$ cat src/rtl/gen_edge_req_queue.sv
// -----------------------------------------------------------------------------
// gen_edge_req_queue
//
// Purpose:
//   Turns single-cycle rising-edge pulses from the upstream edge detector
//   into a level request/acknowledge handshake for the control FSM.
//   After an edge is accepted, a holdoff window of HOLDOFF cycles follows.
//   Edges that arrive inside that window are treated as bounce and dropped.
//   Accepted edges are queued in a saturating pending counter.
//   A sticky overflow flag records that an accepted edge was lost because
//   the queue was already full.
//
// Parameters:
//   PEND_W   pending counter width; max queued edges = 2**PEND_W-1
//   HOLDOFF  blind cycles after an accepted edge (0 disables the holdoff)
//   HOLD_W   holdoff counter width, must be able to hold HOLDOFF
//
// Ports:
//   clk       in   system clock, all state on posedge
//   n_rst     in   asynchronous active-low reset
//   edge_in   in   single-cycle edge pulse from the edge detector
//   ack       in   consumer acknowledges one request (only honoured while req=1)
//   clear     in   synchronous flush of queue, holdoff and overflow
//   req       out  high while pending != 0
//   pending   out  number of queued, unacknowledged edges
//   overflow  out  sticky: an accepted edge was lost because the queue was full
//   holdoff   out  high while the holdoff counter is non-zero
//   dropped   out  one-cycle registered pulse: edge_in arrived during holdoff
// -----------------------------------------------------------------------------
module gen_edge_req_queue #(
   parameter int PEND_W  = 3,
   parameter int HOLDOFF = 4,
   parameter int HOLD_W  = 3
) (
   input  logic              clk,
   input  logic              n_rst,
   input  logic              edge_in,
   input  logic              ack,
   input  logic              clear,
   output logic              req,
   output logic [PEND_W-1:0] pending,
   output logic              overflow,
   output logic              holdoff,
   output logic              dropped
);

   typedef enum logic {
      ST_READY = 1'b0,
      ST_HOLD  = 1'b1
   } hold_state_e;

   localparam logic [PEND_W-1:0] PEND_MAX  = '1;
   localparam logic [PEND_W-1:0] PEND_ONE  = PEND_W'(1);
   localparam logic [HOLD_W-1:0] HOLD_LOAD = HOLD_W'(HOLDOFF);
   localparam logic [HOLD_W-1:0] HOLD_ONE  = HOLD_W'(1);

   // State registers
   hold_state_e       state_q, state_d;
   logic [HOLD_W-1:0] hcnt_q,  hcnt_d;
   logic [PEND_W-1:0] pend_q,  pend_d;
   logic              ovf_q,   ovf_d;
   logic              drop_q,  drop_d;

   // Qualified events
   logic acc;
   logic dec;
   logic pend_full;

   // An edge is only accepted while the holdoff counter is idle.
   // The state register mirrors (hcnt_q != 0). Decoding the counter
   // directly keeps acceptance independent of the state encoding.
   assign acc       = edge_in && (hcnt_q == '0);
   assign dec       = ack && (pend_q != '0);
   assign pend_full = (pend_q == PEND_MAX);

   // ---------------------------------------------------------------------------
   // Holdoff counter / dropped pulse next state
   // ---------------------------------------------------------------------------
   always_comb begin
      hcnt_d = hcnt_q;
      drop_d = 1'b0;
      if (clear) begin
         hcnt_d = '0;
         drop_d = 1'b0;
      end else if (hcnt_q != '0) begin
         // Blind window: count down, never reload on a bouncing edge.
         hcnt_d = hcnt_q - HOLD_ONE;
         drop_d = edge_in;
      end else if (edge_in) begin
         // With HOLDOFF=0 this loads zero and the FSM stays READY.
         hcnt_d = HOLD_LOAD;
      end
   end

   always_comb begin
      state_d = (hcnt_d != '0) ? ST_HOLD : ST_READY;
   end

   // ---------------------------------------------------------------------------
   // Pending counter / overflow next state
   // ---------------------------------------------------------------------------
   always_comb begin
      pend_d = pend_q;
      ovf_d  = ovf_q;
      if (clear) begin
         pend_d = '0;
         ovf_d  = 1'b0;
      end else if (acc && !dec) begin
         if (pend_full) begin
            // Saturate and remember that an edge was lost.
            pend_d = PEND_MAX;
            ovf_d  = 1'b1;
         end else begin
            pend_d = pend_q + PEND_ONE;
         end
      end else if (dec && !acc) begin
         pend_d = pend_q - PEND_ONE;
      end
      // When acc and dec coincide, one edge enters and one leaves.
      // The count is unchanged, and there is no overflow even at max.
   end

   // ---------------------------------------------------------------------------
   // Registers
   // ---------------------------------------------------------------------------
   always_ff @(posedge clk or negedge n_rst) begin
      if (!n_rst) begin
         state_q <= ST_READY;
         hcnt_q  <= '0;
         pend_q  <= '0;
         ovf_q   <= 1'b0;
         drop_q  <= 1'b0;
      end else begin
         state_q <= state_d;
         hcnt_q  <= hcnt_d;
         pend_q  <= pend_d;
         ovf_q   <= ovf_d;
         drop_q  <= drop_d;
      end
   end

   // All outputs are decodes of registered state only. There is no
   // combinational path from edge_in, ack or clear to any output.
   assign pending  = pend_q;
   assign req      = (pend_q != '0);
   assign overflow = ovf_q;
   assign holdoff  = (state_q == ST_HOLD);
   assign dropped  = drop_q;

endmodule

$ cat config.mk
export PLATFORM = sky130hd
export DESIGN_NAME = gen_edge_req_queue
export DESIGN_NICKNAME = d
export VERILOG_FILES = /design/src/rtl/gen_edge_req_queue.sv
export SDC_FILE = /design/constraint.sdc
export NUM_CORES = 1
export LEC_CHECK = 0
export CAP_MARGIN = 25
export CORE_MARGIN = 3
export CORE_UTILIZATION = 40
export DETAILED_ROUTE_END_ITERATION = 8
export PLACE_DENSITY = 0.74
export SLEW_MARGIN = 30
export SYNTH_ARGS = -nofsm -noshare
export SYNTH_HDL_FRONTEND = slang
export SYNTH_SLANG_ARGS = --single-unit
$ cat constraint.sdc
create_clock -name clk -period 4.17 [get_ports clk]
set_input_delay 0.6255 -clock clk [delete_from_list [all_inputs] [get_ports clk]]
set_output_delay 0.6255 -clock clk [all_outputs]
set_load 0.02 [all_outputs]
==> metrics.csv, run 1 <==
stage;metric;value;unit
outcome;status;complete, no violations;
yosys;ys_ff_latch;9;
yosys;synth_area;600.6;µm²
drt;via_per_inst;5.341;
sta;fmax;387.5;MHz
critical_path;path_cells;inv_1 -> ha_1 -> nand2b_1 -> clkdlybuf4s50_1;
place;portBuffers;11;
critical_path;endpoint_kind;output pin;
cts;clk_pin_slew;0.06;ns
drt;first_pass_iters;4;
grt;grt_pass1_vias;433;
cts;cts-buffers-inserted;3;
floorplanning;initial_core_util;0.4449;
pwr;powerDensity;772.8;mW/mm²
yosys;yosysWarnings;0;
grt;grt_max_degree;10;
sta;finalCritPeriodShare;0.6189;
critical_path;cp_slowest_cell;clkdlybuf4s50_1;
drt;wl;1.053;mm
yosys;yosysSeqAreaShare;0.3750;
drt;first_iter_violations;11;
floorplanning;rows;13;
sta;period_minus_slack;2.581;ns
critical_path;critPathArrivalTime;1.96;ns
yosys;synth_cells;62;
grt;grt_overflow;0;
drt;routedWlPerCell;11.97;µm
finish;insertedDiodeCount;0;
cts;htreeDepth;1;
pwr;peakVddDrop;0.0003051;V
yosys;syn_avg_cell_area;9.687;µm²
sta;hold_viol;0;
yosys;synthTopCellsByArea;dfrtp_1 (38%), ha_1 (10%), a21oi_1 (5.8%);
yosys;synthesis.nets;72;
cts;cts-root-buf;clkbuf_4;
cts;cts_tree;yes;
sta;maxSlewHeadroom;0.7293;
sta;slew_viol_final;0;
critical_path;crit_path_start_kind;flop;
yosys;synth_enable_flop_cells;0;
pwr;p_total;552.2;µW
floorplanning;dieWidth;44.75;µm
cts;cts_setup_buffers;0;
floorplanning;dieArea;0.002003;mm²
run;maxCapViolations;0;
drt;drc;0;
yosys;synth_cell_types;28;
worst_hold_path;min_path_type;reg2reg;
sta;tns;0;ns
critical_path;cpPeakStageDelay;0.68;ns
critical_path;critPathRequiredTime;3.54;ns
finish;drive_gt1_frac;0.1233;
cts;cts-resized-gates;0;
sta;rsz0062_at_grt;false;
pwr;power.leakage;0.3035;nW
critical_path;worstSetupPathType;reg2out;
critical_path;cp_top_family;buffers and inverters;
yosys;synth_top_area_frac;0.3750;
finish;syn2layout_area_growth;18.96;%
yosys;synthArstFlopShare;1.000;
yosys;ys.flop_type;dfrtp_1;
critical_path;cp_max_fo;9;
cts;clk_path_buf_depth;2;
cts;postCtsHoldBufs;0;
floorplanning;core;0.001350;mm²
finish;finalNetCount;84;
grt;grt_usage;0.1217;
floorplanning;ioPinCount;12;
grt;antenna_found_initial;0;
floorplanning;die_h;44.75;µm
sta;fin_skew;0.002473;ns
yosys;synth_most_common_cell;dfrtp_1;
cts;clk_latency;0.25;ns
critical_path;path_buf_inv;2;
drt;vias;470;
yosys;yosysTopAreaCell;dfrtp_1;
place;dpl.hpwl;792.1;µm
grt;grt_first_pass_wirelength;1.738;mm
cts;clkSinkCount;9;
place;gp_congestion;0.7901;
drt;antenna_left;0;
sta;finalSetupViolCount;0;
yosys;ys_top_cells_by_count;dfrtp_1 (9), a21oi_1 (7), ha_1 (5);
sta;worst_pin_slew;0.4048;ns
-- cell type report --
| cell class | instances | area [µm²] |
|---|---|---|
| fill | 137 | 635.6 |
| timing repair buffer | 11 | 110.1 |
| clock buffer | 4 | 26.28 |
| sequential | 9 | 225.2 |
| multi-input combinational | 45 | 319.1 |
| tap | 15 | 18.77 |
| inverter | 4 | 15.01 |
-- state kept, by name, indices dropped and copies added (netlist names) --
name	flops
dropped	1
hcnt_q	3
holdoff	1
overflow	1
pending	3
-- logic make-up after synthesis --
kind of cell,Yosys count,share of synthesized area
flip-flops,9,0.3750
adder cells (fa/ha/maj),5,0.1042
multiplexers,1,0.01667
AND/OR/NAND/NOR,23,0.2167
AO/OA/AOI/OAI,15,0.1666
XOR/XNOR,1,0.02709
buffers and inverters,8,0.09373
-- layout by cell type, fill, tap and decap left out, drive strengths merged --
master,n
a2111oi,1
a211oi,2
a21boi,1
a21oi,7
a311oi,2
and2b,1
and3b,1
clkbuf,4
clkdlybuf4s50,11
dfrtp,9
ha,5
inv,4
mux2i,1
nand2,4
nand2b,1
nand3,3
nand3b,2
nor2,3
nor2b,1
nor3,1
nor3b,1
o21ai,2
or2,4
or3,1
xnor2,1
-- routing by layer --
layer / up-vias / track usage / wire length [µm]
met5: - / 0 / 0
met4: 0 / 0.1145 / 5
met3: 2 / 0.01195 / 45
met2: 8 / 0.1834 / 538
met1: 225 / 0.1504 / 463
li1: 235 / - / -
-- through the flow --
| stage | worst slack (ns) | util | instance area, µm² | instances | hold WS [ns] |
|---|---|---|---|---|---|
| final | 1.589 | 0.5292 | 714.4 | 88 | 0.4937 |
| after global placement | 1.914 | 0.5097 | 688.2 | 84 | 0.4889 |
| after CTS | 1.587 | 0.5292 | 714.4 | 88 | 0.5021 |
| after floorplan | 2.499 | - | 600.6 | 62 | 0.3299 |
| after detailed placement | 1.877 | 0.5097 | 688.2 | 84 | 0.4886 |
| after global routing | 1.438 | 0.5292 | 714.4 | 88 | 0.5251 |
-- final timing paths --
check                           start         end  slack [ns]  cells after the start
max                        pending[0]         req        1.59                      4
min                          overflow    overflow        0.49                      2
max reg2reg                pending[0]  pending[0]        2.44                      6
min reg2reg                  overflow    overflow        0.49                      2
max in group asynchronous       n_rst    overflow        3.22                      1
min in group asynchronous       n_rst   hcnt_q[2]        0.66                      1
-- report_power, final --
part | internal (mW) | leakage (nW) | total [mW] | switching (mW)
Combinational | 0.160 | 0.171 | 0.338 | 0.178
Sequential | 0.120 | 0.118 | 0.148 | 0.0287
Clock | 0.0368 | 0.0150 | 0.0656 | 0.0288
Total | 0.316 | 0.303 | 0.552 | 0.236
-- worst register-to-register path, cell delays in order, from the launching register on --
cell and delay [ns]:
dfrtp_1 0.43, inv_1 0.11, ha_1 0.20, nand2b_1 0.28, xnor2_2 0.16, o21ai_1 0.09
a2111oi_2 0.35
No activity file was read; power rests on OpenSTA's default activity.
==> run 2, diff against run 1 <==
- clock period: 4.17 -> 2.4 ns (I/O delays scaled with it)
==> metrics.csv, run 2 (synthesis results as in run 1) <==
stage;metric;value;unit
outcome;status;complete, no violations;
cts;clk_pin_slew;0.06;ns
drt;wl;1.097;mm
critical_path;path_buf_inv;2;
grt;grt_pass1_vias;446;
drt;first_iter_violations;5;
run;maxCapViolations;0;
finish;regArea;225.2;µm²
drt;antenna_left;0;
sta;tns;0;ns
floorplanning;ioPinCount;12;
sta;hold_ws;0.4081;ns
grt;grt_overflow;0;
grt;grt_max_degree;10;
cts;clkSinkCount;9;
drt;vias;473;
place;dpl.hpwl;848.3;µm
finish;n_fill_cell;131;
cts;clk_path_buf_depth;2;
sta;fin_skew;0.0009648;ns
grt;grt_usage;0.1330;
sta;period_minus_slack;2.085;ns
cts;cts-resized-gates;0;
critical_path;reg2reg_to;pending[0];
finish;mostFrequentLayoutCells;clkdlybuf4s50_1 (11), dfrtp_1 (9), a21oi_1 (7), ha_1 (5);
finish;multiInputGateArea;319.1;µm²
floorplanning;rows;13;
drt;via_per_inst;5.315;
floorplanning;dieWidth;44.75;µm
sta;fmax;479.7;MHz
finish;insertedDiodeCount;0;
finish;syn2layout_area_growth;20.21;%
finish;drive_gt1_frac;0.1351;
critical_path;cpPeakStageDelay;0.60;ns
critical_path;worstSetupPathType;reg2out;
cts;cts-buffers-inserted;3;
drt;first_pass_iters;4;
cts;cts-root-buf;clkbuf_4;
critical_path;path_cells;inv_1 -> ha_1 -> nand2b_1 -> clkdlybuf4s50_1;
sta;worst_pin_slew;0.4253;ns
sta;hold_viol;0;
cts;postCtsHoldBufs;0;
finish;layout_commonest_cell;clkdlybuf4s50_1;
drt;drc;0;
critical_path;cp_max_fo;6;
critical_path;critPathRequiredTime;2.04;ns
place;portBuffers;11;
cts;cts_tree;yes;
worst_hold_path;min_path_type;in2async;
critical_path;reg2regPathDepth;6;
grt;antenna_found_initial;0;
critical_path;cp_top_family;buffers and inverters;
sta;rsz0062_at_grt;false;
floorplanning;initial_core_util;0.4449;
critical_path;r2r-start;hcnt_q[0];
critical_path;critPathArrivalTime;1.72;ns
cts;htreeDepth;1;
finish;finalNetCount;85;
critical_path;ff2ff_setup_slack;0.64;ns
pwr;powerDensity;1372;mW/mm²
pwr;power.leakage;0.3084;nW
pwr;peakVddDrop;0.0006175;V
drt;routedWlPerCell;12.33;µm
place;gp_congestion;0.7440;
floorplanning;dieArea;0.002003;mm²
cts;clk_latency;0.25;ns
sta;finalCritPeriodShare;0.8687;
critical_path;cp_slowest_cell;clkdlybuf4s50_1;
floorplanning;core;0.001350;mm²
critical_path;crit_path_start_kind;flop;
sta;finalSetupViolCount;0;
grt;grt_first_pass_wirelength;1.890;mm
floorplanning;die_h;44.75;µm
sta;maxSlewHeadroom;0.7155;
cts;cts_setup_buffers;0;
sta;slew_viol_final;0;
critical_path;endpoint_kind;output pin;
[run 2: final cells by class]
cell class / instances / share of cell area
well taps: 15 / 0.02600
repair buffers: 12 / 0.1629
flip-flops and latches: 9 / 0.3120
inverters: 4 / 0.02080
clock buffers: 4 / 0.03640
multi-input cells: 45 / 0.4419
[run 2: worst max path at each step]
stage | from | endpoint | cells after the start
floorplan | pending[0] | pending[0] | 7
global placement | edge_in | pending[0] | 5
detailed placement | edge_in | pending[0] | 5
CTS | pending[0] | req | 4
global route | pending[0] | req | 4
finish | pending[0] | req | 4
[run 2: worst register-to-register path, stage by stage (launching register included)]
cell	delay, ns
dfrtp_1	0.39
inv_1	0.09
ha_1	0.21
and3b_1	0.34
xnor2_2	0.15
o21ai_1	0.09
a2111oi_2	0.38
[run 2: routing by layer]
| metal | vias to the layer above | part of all wire | routed length [µm] | global-route usage |
|---|---|---|---|---|
| li1 | 241 | - | - | - |
| met1 | 219 | 0.46 | 509 | 0.1592 |
| met2 | 11 | 0.48 | 532 | 0.2149 |
| met3 | 2 | 0.044 | 48 | 0.03586 |
| met4 | 0 | 0.0064 | 7 | 0.07229 |
| met5 | - | 0 | 0 | 0 |
[run 2: stage by stage]
step	area [µm²]	util	std cells	total power, mW	setup WS (ns)
floorplan	600.6	-	62	0.7266	0.7295
global placement	695.7	0.5153	85	0.8610	0.5040
detailed placement	695.7	0.5153	85	0.8783	0.4266
CTS	721.9	0.5348	89	0.9999	0.3038
global route	721.9	0.5348	89	1.084	0.2000
finish	721.9	0.5348	89	0.9904	0.3152
[run 2: power by group]
part           total, mW  switching [mW]  leakage (nW)  internal, mW
Clock              0.114          0.0500        0.0150        0.0639
Sequential         0.261          0.0528         0.118         0.208
Combinational      0.616           0.316         0.176         0.300
==> run 3, diff against run 2 <==
- SLEW_MARGIN: 30 -> default
==> results of run 3 <==
No change in the layout: final DEF, timing and power equal those of run 2.
